[config.mk]
export PLATFORM = sky130hd
export DESIGN_NAME = bcd_display_ctrl
export DESIGN_NICKNAME = d
export VERILOG_FILES = /design/src/rtl/disp_pkg.sv /design/src/rtl/dabble_adj.sv /design/src/rtl/bcd_display_ctrl.sv
export SDC_FILE = /design/constraint.sdc
export NUM_CORES = 1
export LEC_CHECK = 0
export BUFFER_PORTS_ARGS = -buffer_cell sky130_fd_sc_hd__buf_2
export CORE_MARGIN = 10
export CORE_UTILIZATION = 58
export CTS_BUF_LIST = sky130_fd_sc_hd__clkbuf_16
export DETAILED_ROUTE_END_ITERATION = 8
export PLACE_DENSITY = 0.79
export SYNTH_ARGS = -nofsm -noshare
export SYNTH_HDL_FRONTEND = slang
export SYNTH_SLANG_ARGS = --single-unit
[constraint.sdc]
create_clock -name clk -period 2.5 [get_ports clk]
set_clock_uncertainty 0.1 [all_clocks]
set_input_delay 0.25 -clock clk [delete_from_list [all_inputs] [get_ports clk]]
set_output_delay 0.25 -clock clk [all_outputs]
set_load 0.005 [all_outputs]
[src/rtl/disp_pkg.sv]
// Shared types and constants for the BCD display controller.
package disp_pkg;

  typedef enum logic [1:0] {
    IDLE  = 2'd0,
    LOAD  = 2'd1,
    SHIFT = 2'd2,
    DONE  = 2'd3
  } state_e;

  // Nibble code the downstream seven-segment decoder renders as an unlit digit.
  localparam logic [3:0] BLANK_CODE = 4'hF;

  // Constant helper for the elaboration-time digit-capacity check.
  function automatic longint unsigned pow10(input int n);
    longint unsigned r;
    r = 64'd1;
    for (int i = 0; i < n; i++) r = r * 64'd10;
    return r;
  endfunction

endpackage

[src/rtl/dabble_adj.sv]
// Double-dabble correction for one BCD digit: add 3 when the digit is 5 or more,
// so that the following left shift carries correctly into the next decade.
module dabble_adj (
  input  logic [3:0] d_i,
  output logic [3:0] d_o
);

  // Pure combinational add-3 correction.
  always_comb begin
    d_o = d_i;
    if (d_i >= 4'd5) d_o = d_i + 4'd3;
  end

endmodule

[src/rtl/bcd_display_ctrl.sv]
// Signed binary sample to BCD display nibbles plus a minus-sign flag.
// A start in IDLE latches the sample; LOAD takes its magnitude, SHIFT runs one
// double-dabble step per cycle for WIDTH cycles, and the edge into DONE
// publishes digits/neg together with a one-cycle done pulse.
// Build option: define LEADING_ZERO_BLANK_EN to blank leading zero digits.
module bcd_display_ctrl
  import disp_pkg::*;
#(
  parameter int WIDTH  = 10,
  parameter int DIGITS = 4
) (
  input  logic                     clk,
  input  logic                     rst_n,
  input  logic                     start,
  input  logic signed [WIDTH-1:0]  value,
  output logic [4*DIGITS-1:0]      digits,
  output logic                     neg,
  output logic                     busy,
  output logic                     done
);

  localparam int BW = 4 * DIGITS;
  localparam int CW = $clog2(WIDTH + 1);

  // The display must hold the largest magnitude, 2^(WIDTH-1), without overflow.
  if (pow10(DIGITS) <= (64'd1 << (WIDTH - 1))) begin : g_range_err
    $error("bcd_display_ctrl: DIGITS=%0d too small for WIDTH=%0d", DIGITS, WIDTH);
  end

  state_e                  state_q, state_d;
  logic [CW-1:0]           cnt_q;
  logic [BW-1:0]           digits_q;
  logic                    neg_q;

  logic [WIDTH-1:0]        val_q;
  logic [WIDTH-1:0]        bin_q;
  logic [BW-1:0]           bcd_q;

  logic [WIDTH-1:0]        mag;
  logic [BW-1:0]           bcd_adj;
  logic [BW+WIDTH-1:0]     shifted;
  logic                    last_shift;

`ifdef LEADING_ZERO_BLANK_EN
  // Replace zero digits above the most significant nonzero one with BLANK_CODE;
  // digit 0 is always shown so that zero displays as a single 0.
  function automatic logic [BW-1:0] fmt_digits(input logic [BW-1:0] b);
    logic [BW-1:0] r;
    logic          lead;
    r    = b;
    lead = 1'b1;
    for (int i = DIGITS - 1; i >= 1; i--) begin
      if (lead && (b[4*i +: 4] == 4'd0)) r[4*i +: 4] = BLANK_CODE;
      else                              lead = 1'b0;
    end
    return r;
  endfunction
`else
  // Every digit carries BCD, leading zeros included.
  function automatic logic [BW-1:0] fmt_digits(input logic [BW-1:0] b);
    return b;
  endfunction
`endif

  // Two's-complement magnitude; the most negative input maps to 2^(WIDTH-1),
  // which still fits in WIDTH unsigned bits.
  assign mag = val_q[WIDTH-1] ? ((~val_q) + 1'b1) : val_q;

  for (genvar g = 0; g < DIGITS; g++) begin : g_adj
    dabble_adj u_adj (
      .d_i (bcd_q[4*g +: 4]),
      .d_o (bcd_adj[4*g +: 4])
    );
  end

  assign shifted    = {bcd_adj, bin_q} << 1;
  assign last_shift = (state_q == SHIFT) && (cnt_q == CW'(WIDTH - 1));

  // Next-state logic; start is only honoured from IDLE.
  always_comb begin
    state_d = state_q;
    unique case (state_q)
      IDLE:    if (start) state_d = LOAD;
      LOAD:    state_d = SHIFT;
      SHIFT:   if (last_shift) state_d = DONE;
      DONE:    state_d = IDLE;
      default: state_d = IDLE;
    endcase
  end

  // Control state: FSM, step counter and the published display.
  always_ff @(posedge clk or negedge rst_n) begin
    if (!rst_n) begin
      state_q  <= IDLE;
      cnt_q    <= '0;
      digits_q <= {DIGITS{BLANK_CODE}};
      neg_q    <= 1'b0;
    end else begin
      state_q <= state_d;
      if (state_q == LOAD)  cnt_q <= '0;
      if (state_q == SHIFT) cnt_q <= cnt_q + 1'b1;
      if (last_shift) begin
        digits_q <= fmt_digits(shifted[BW+WIDTH-1:WIDTH]);
        neg_q    <= val_q[WIDTH-1];
      end
    end
  end

  // Conversion datapath; contents only matter between LOAD and DONE.
  always_ff @(posedge clk) begin
    if (state_q == IDLE && start) val_q <= value;
    if (state_q == LOAD) begin
      bin_q <= mag;
      bcd_q <= '0;
    end
    if (state_q == SHIFT) begin
      bcd_q <= shifted[BW+WIDTH-1:WIDTH];
      bin_q <= shifted[WIDTH-1:0];
    end
  end

  assign digits = digits_q;
  assign neg    = neg_q;
  assign busy   = (state_q != IDLE);
  assign done   = (state_q == DONE);

endmodule

==> impl_metrics.yaml, run 1 <==
clock_tree:
  root_buffer: "clkbuf_16"
  cts_sinks: 59
  clkSlewWorstSetupHoldPaths_ns: 0.05
  cts_buffers: 9
  cts_resized: 0
  cts.path.max_buffers: 2
  htreeDepth: 3
  clock_latency_ns: 0.33
  cts_tree: "done"
critical_path:
  worstSetupPathType: "register to register"
  end_kind: "register"
  cp_max_fo: 4
  arrival_ns: 1.95
  start_kind: "register"
  cp_data_required_time_ns: 2.46
  rrSetupSlack_ns: 0.51
floorplan:
  die_x_um: 89.28
  die_y_um: 89.28
  initial_core_util: 0.5933
  core_um2: 4692
  die-area_um2: 7971
  row_count: 25
  ios: 32
logic_synthesis:
  ys_seq_area_frac: 0.5987
  avgSynthCellArea_um2: 11.55
  synth_area_um2: 2784
  synth-edff-count: 35
  syn_inst: 241
  synth-xor-area-share: 0.03461
  muxShareOfSynthArea: 0.03910
  yosysTopAreaCell: "edfxtp_1"
  synth_fa_ha_area_frac: 0.07191
  synthFlopType: "edfxtp_1"
  ys_seq_elements: 59
  synth_top_family_by_area: "simple AND/OR/NAND/NOR gates"
  synthTopCellsByArea: "edfxtp_1 38%, dfstp_2 15%, ha_1 7.2%"
  synthArstFlopShare: 0.3898
  synth_cell_types: 33
  yosys_warnings: 0
  synth-compound-area-share: 0.09933
  ys_top_cells_by_count: "35 x edfxtp_1, 30 x o21ai_0, 27 x nand2_1"
  synth-simple-area-share: 0.1209
  synth_fp_nets: 270
  synth_top_cell_area_share: 0.3775
  synth_most_common_cell: "edfxtp_1"
placed_design:
  dp_hpwl_um: 3517
  place.gp.congestion: 0.8115
  io_buffers: 31
global_route:
  grt_pass1_wl_um: 9459
  grt_usage: 0.1578
  grt_start_max_net_pins: 33
  grt_overflow_total: 0
  grt_pass1_vias: 1947
  antenna_found_initial: 0
route:
  drcViolationCount: 0
  route.antenna.remaining_nets: 0
  routed_wl_um: 5530
  viasPerCell: 5.496
  drt_iter0_markers: 160
  drtPass1Iterations: 5
  num_vias: 1907
  routedWlPerCell_um: 15.94
timing:
  hold_viol: 0
  clock.fmax_mhz: 502.3
  fin_crit_sh: 0.7964
  worstMarginPinSlew_ns: 0.5896
  hold_ws_ns: 0.3048
  post-route-min-period_ns: 1.991
  setup_viol: 0
  max-slew-margin-rel: 0.6069
  rsz0062_at_grt: "false"
  slew_viol_final: 0
  setup_tns_ns: 0
pwr:
  power_density_nw_per_um2: 1224
  ir_drop_v: 0.0007254
  cellLeakagePower_nw: 1.396
finish:
  final_layout_size_suffix_gt1_frac: 0.2457
  diodes: 0
  final_nets: 317
  area_growth_syn_to_layout_pct: 21.08
hold_path:
  worstHoldPathType: "input port to register"
run_status:
  outcome: "complete, no violations"
run:
  maxCapViolCount: 0
timing repair:
action                                 in CTS  in global routing
setup buffers                               0                  0
hold buffers                               11                  0
endpoints found under the hold margin      17                  0
layout by cell type, fill, tap and decap left out, types with 3 or more instances in the layout:
master / n
a21oi_1: 13
buf_2: 31
clkbuf_16: 9
dfrtp_1: 7
dfstp_2: 16
dlygate4sd3_1: 11
edfxtp_1: 35
ha_1: 16
inv_1: 19
mux2_2: 7
mux2i_1: 3
nand2_1: 27
nand2b_1: 4
nor2_1: 17
nor3b_1: 8
o21ai_0: 30
xnor2_1: 6
xor2_1: 5
where the power goes:
group | total (mW) | internal (mW) | switching [mW]
Sequential | 1.67 | 1.49 | 0.185
Combinational | 1.41 | 0.569 | 0.837
Clock | 1.05 | 0.646 | 0.400
Total | 4.13 | 2.70 | 1.42
worst max-delay path, stage by stage, from the launching register on:
cell and delay (ns):
edfxtp_1 0.42, or2_2 0.36, o41ai_1 0.49, xor2_1 0.26, o21ai_0 0.11
cells by family after synthesis:
family	Yosys count
multiplexers	10
adder cells (fa/ha/maj)	16
flip-flops	59
buffers and inverters	26
XOR/XNOR	11
AND/OR/NAND/NOR	68
AO/OA/AOI/OAI	51
flip-flops by register name, indices dropped and copies added (netlist names):
name     cells
bin_q       10
digits      16
bcd_q       16
state_q      2
cnt_q        4
neg          1
val_q       10
cell type report:
class                   instances  area [um^2]
clock buffers                   9        225.2
multi-input cells             156         1018
flip-flops and latches         59         1667
fillers                       326         1321
well taps                      54        67.56
clock inverters                 7        28.78
repair buffers                 45        300.3
inverters                      17        63.81
stage by stage:
step / power, mW / area [um^2] / worst slack (ns) / cells / util
floorplan: 2.636 / 2784 / 0.4610 / 241 / -
global placement: 2.980 / 3007 / 0.6351 / 320 / 0.6408
detailed placement: 3.056 / 3007 / 0.6008 / 320 / 0.6408
CTS: 4.132 / 3371 / 0.5593 / 347 / 0.7184
global route: 4.440 / 3371 / 0.4430 / 347 / 0.7184
finish: 4.126 / 3371 / 0.5090 / 347 / 0.7184
path summary, 6_finish.rpt:
check	startpoint	end	cells after the start
max	val_q[0]	bin_q[5]	4
min	start	state_q[0]	3
max reg2reg	val_q[0]	bin_q[5]	4
min reg2reg	digits[6]	digits[6]	2
max in group asynchronous	rst_n	digits[4]	2
min in group asynchronous	rst_n	state_q[0]	2
routing by layer:
metal / global-route usage / up-vias / wire (um)
li1: - / 935 / -
met1: 0.1771 / 912 / 2299
met2: 0.2647 / 50 / 2850
met3: 0.06108 / 10 / 292
met4: 0.06069 / 0 / 88
met5: 0 / - / 0
No activity file was read; power rests on OpenSTA's default activity.
==> run 2: changes to the inputs <==
Settings changed: ABC_AREA set to 1.
Clock period 2.5 ns to 1.9 ns, I/O delays scaled along.
==> run 2 against run 1 <==
  * Global-route usage is 1.4 points lower
  * Design area rose by 5.3%
  * First-iteration DRC count shrank 14%
  * Worst setup slack got worse by 0.32 ns
  * Area after synthesis grew 5.9%
  * Sequential share of layout area fell by 2.5 points
  * Utilization grew 1.8 points
  * Sequential cell count did not move
  * Critical path type unchanged
==> impl_metrics.yaml, run 2 <==
finish:
  fillCellCount: 355
  final_common_cell: "nand2_1"
  final_nets: 371
  diodes: 0
  final_layout_size_suffix_gt1_frac: 0.2363
  seq_area_um2: 1667
  layout.cells.most_common_list: "69 x nand2_1, 35 x edfxtp_1, 34 x inv_1"
  multi_input_area_um2: 1069
  final_area_um2: 3548
  area_growth_syn_to_layout_pct: 20.32
critical_path:
  cp_cell_sequence: "inv_1 -> ha_1 -> inv_1 -> nand2_1 -> nand3_1 -> xor2_1 -> nor2_1"
  slowest_delay_ns: 0.42
  crit_top_cell: "inv_1"
  start_kind: "register"
  arrival_ns: 1.68
  cp_max_fo: 5
  cp_slowest_cell: "edfxtp_1"
  r2r_cells: 7
  cp_data_required_time_ns: 1.87
  end_kind: "register"
  worstSetupPathType: "register to register"
clock_tree:
  cts_sinks: 59
  root_buffer: "clkbuf_16"
  post_cts_buffers: 0
  cts_tree: "done"
  cts_buffers: 9
  cts.path.max_buffers: 2
  clock_latency_ns: 0.32
  htreeDepth: 3
  clkSlewWorstSetupHoldPaths_ns: 0.05
floorplan:
  initial_core_util: 0.6122
  ios: 32
  die_y_um: 91.31
  die-area_um2: 8337
  row_count: 25
  core_um2: 4817
  die_x_um: 91.31
route:
  num_vias: 2109
  route.antenna.remaining_nets: 0
  routedWlPerCell_um: 13.74
  drt_iter0_markers: 137
  routed_wl_um: 5690
  drtPass1Iterations: 4
  viasPerCell: 5.094
  drcViolationCount: 0
logic_synthesis:
  synthTopCellsByArea: "edfxtp_1 36%, dfstp_2 14%, nand2_1 8.8%"
  yosysTopAreaCell: "edfxtp_1"
  synth_most_common_cell: "nand2_1"
  avgSynthCellArea_um2: 9.997
  synthArstFlopShare: 0.3898
  synth_cell_types: 25
  syn_inst: 295
  synthFlopType: "edfxtp_1"
  synth_top_cell_area_share: 0.3564
  ys_seq_area_frac: 0.5651
  synth_area_um2: 2949
  synth-edff-count: 35
  ys_seq_elements: 59
  yosys_warnings: 0
  synth_fp_nets: 324
  ys_top_cells_by_count: "69 x nand2_1, 35 x edfxtp_1, 34 x inv_1"
pwr:
  totalPowerFinal_mw: 5.784
  cellLeakagePower_nw: 1.617
  power_density_nw_per_um2: 1630
  ir_drop_v: 0.001182
timing:
  worstMarginPinSlew_ns: 0.5132
  hold_viol: 0
  setup_ws_ns: 0.1898
  slew_viol_final: 0
  rsz0062_at_grt: "false"
  fin_crit_sh: 0.9001
  setup_tns_ns: 0
  post-route-min-period_ns: 1.710
  setup_viol: 0
  hold_ws_ns: 0.2353
  clock.fmax_mhz: 584.7
  max-slew-margin-rel: 0.6579
hold_path:
  hold_path_depth: 5
  worstHoldPathType: "input port to register"
global_route:
  grt_start_max_net_pins: 31
  antenna_found_initial: 0
  grt_pass1_vias: 2100
  grt_pass1_wl_um: 9639
  grt_overflow_total: 0
  grt_usage: 0.1438
placed_design:
  place.gp.congestion: 0.8513
  placed_area_um2: 3154
  io_buffers: 31
  dpl_worst_slack_ns: 0.1037
  dp_hpwl_um: 3714
run_status:
  outcome: "complete, no violations"
run:
  maxCapViolCount: 0
-- run 2: cell types whose count changed after synthesis, moves of 4 or more --
cell,change
nand2b_1,-4
o21ai_0,-7
xnor2_1,-6
nand2_1,+42
o21ai_2,+13
a21oi_1,-4
nand3_1,+15
nor3b_1,-8
nor2_1,+8
mux2_2,-7
clkbuf_1,-8
inv_1,+18
-- run 2: path summary, 6_finish.rpt --
path	end	startpoint	slack (ns)
setup / recovery	bcd_q[5]	bcd_q[4]	0.19
hold / removal	state_q[1]	start	0.24
setup reg to reg	bcd_q[5]	bcd_q[4]	0.19
hold reg to reg	digits[8]	digits[8]	0.37
max in group asynchronous	digits[2]	rst_n	1.06
min in group asynchronous	cnt_q[0]	rst_n	0.28
-- run 2: kinds of logic (layout without fill, tap and decap cells) --
| kind of cell | count (synthesis) | in the layout | share of synthesized area |
|---|---|---|---|
| AO/OA/AOI/OAI | 49 | 49 | 0.1006 |
| XOR/XNOR | 8 | 8 | 0.02376 |
| adder cells (fa/ha/maj) | 16 | 16 | 0.06788 |
| buffers and inverters | 46 | 98 | 0.07340 |
| flip-flops | 59 | 59 | 0.5651 |
| AND/OR/NAND/NOR | 117 | 117 | 0.1693 |
-- run 2: where the power goes --
part / switching, mW / internal, mW
clock network: 0.536 / 0.993
registers: 0.224 / 1.98
logic: 1.39 / 0.670
-- run 2: final cells by class --
cell class | instances | area share
Inverter | 38 | 0.04302
Multi-Input combinational cell | 190 | 0.3011
Clock inverter | 7 | 0.01657
Clock buffer | 9 | 0.06347
Sequential cell | 59 | 0.4697
Timing Repair Buffer | 44 | 0.08251
Tap cell | 67 | 0.02362
-- run 2: what timing repair did --
action | 4_1_cts | 5_1_grt
hold buffers | 11 | 0
endpoints found under the setup margin | 0 | 3
hold endpoints to repair | 17 | 0
resized for setup | 0 | 3
-- run 2: per-stage QoR --
step | util | std cells
2_1_floorplan | - | 295
3_3_place_gp | 0.6548 | 387
3_5_place_dp | 0.6548 | 387
4_1_cts | 0.7366 | 414
5_1_grt | 0.7366 | 414
6_report | 0.7366 | 414
-- run 2: metal layers --
metal,vias to the layer above,part of all wire,global-route usage
met5,-,0,0
met4,0,0.022,0.07833
met3,12,0.070,0.05021
met2,56,0.49,0.2416
met1,969,0.42,0.1557
li1,1072,-,-
-- run 2: worst max-delay path, delay by kind of cell (launching register included) --
kind / cells / cell delay, ns
xor gates and xnor gates: 1 / 0.29
adders and majority gates: 1 / 0.18
buffers and inverters: 2 / 0.17
DFF: 1 / 0.42
and+or+nand+nor: 3 / 0.31
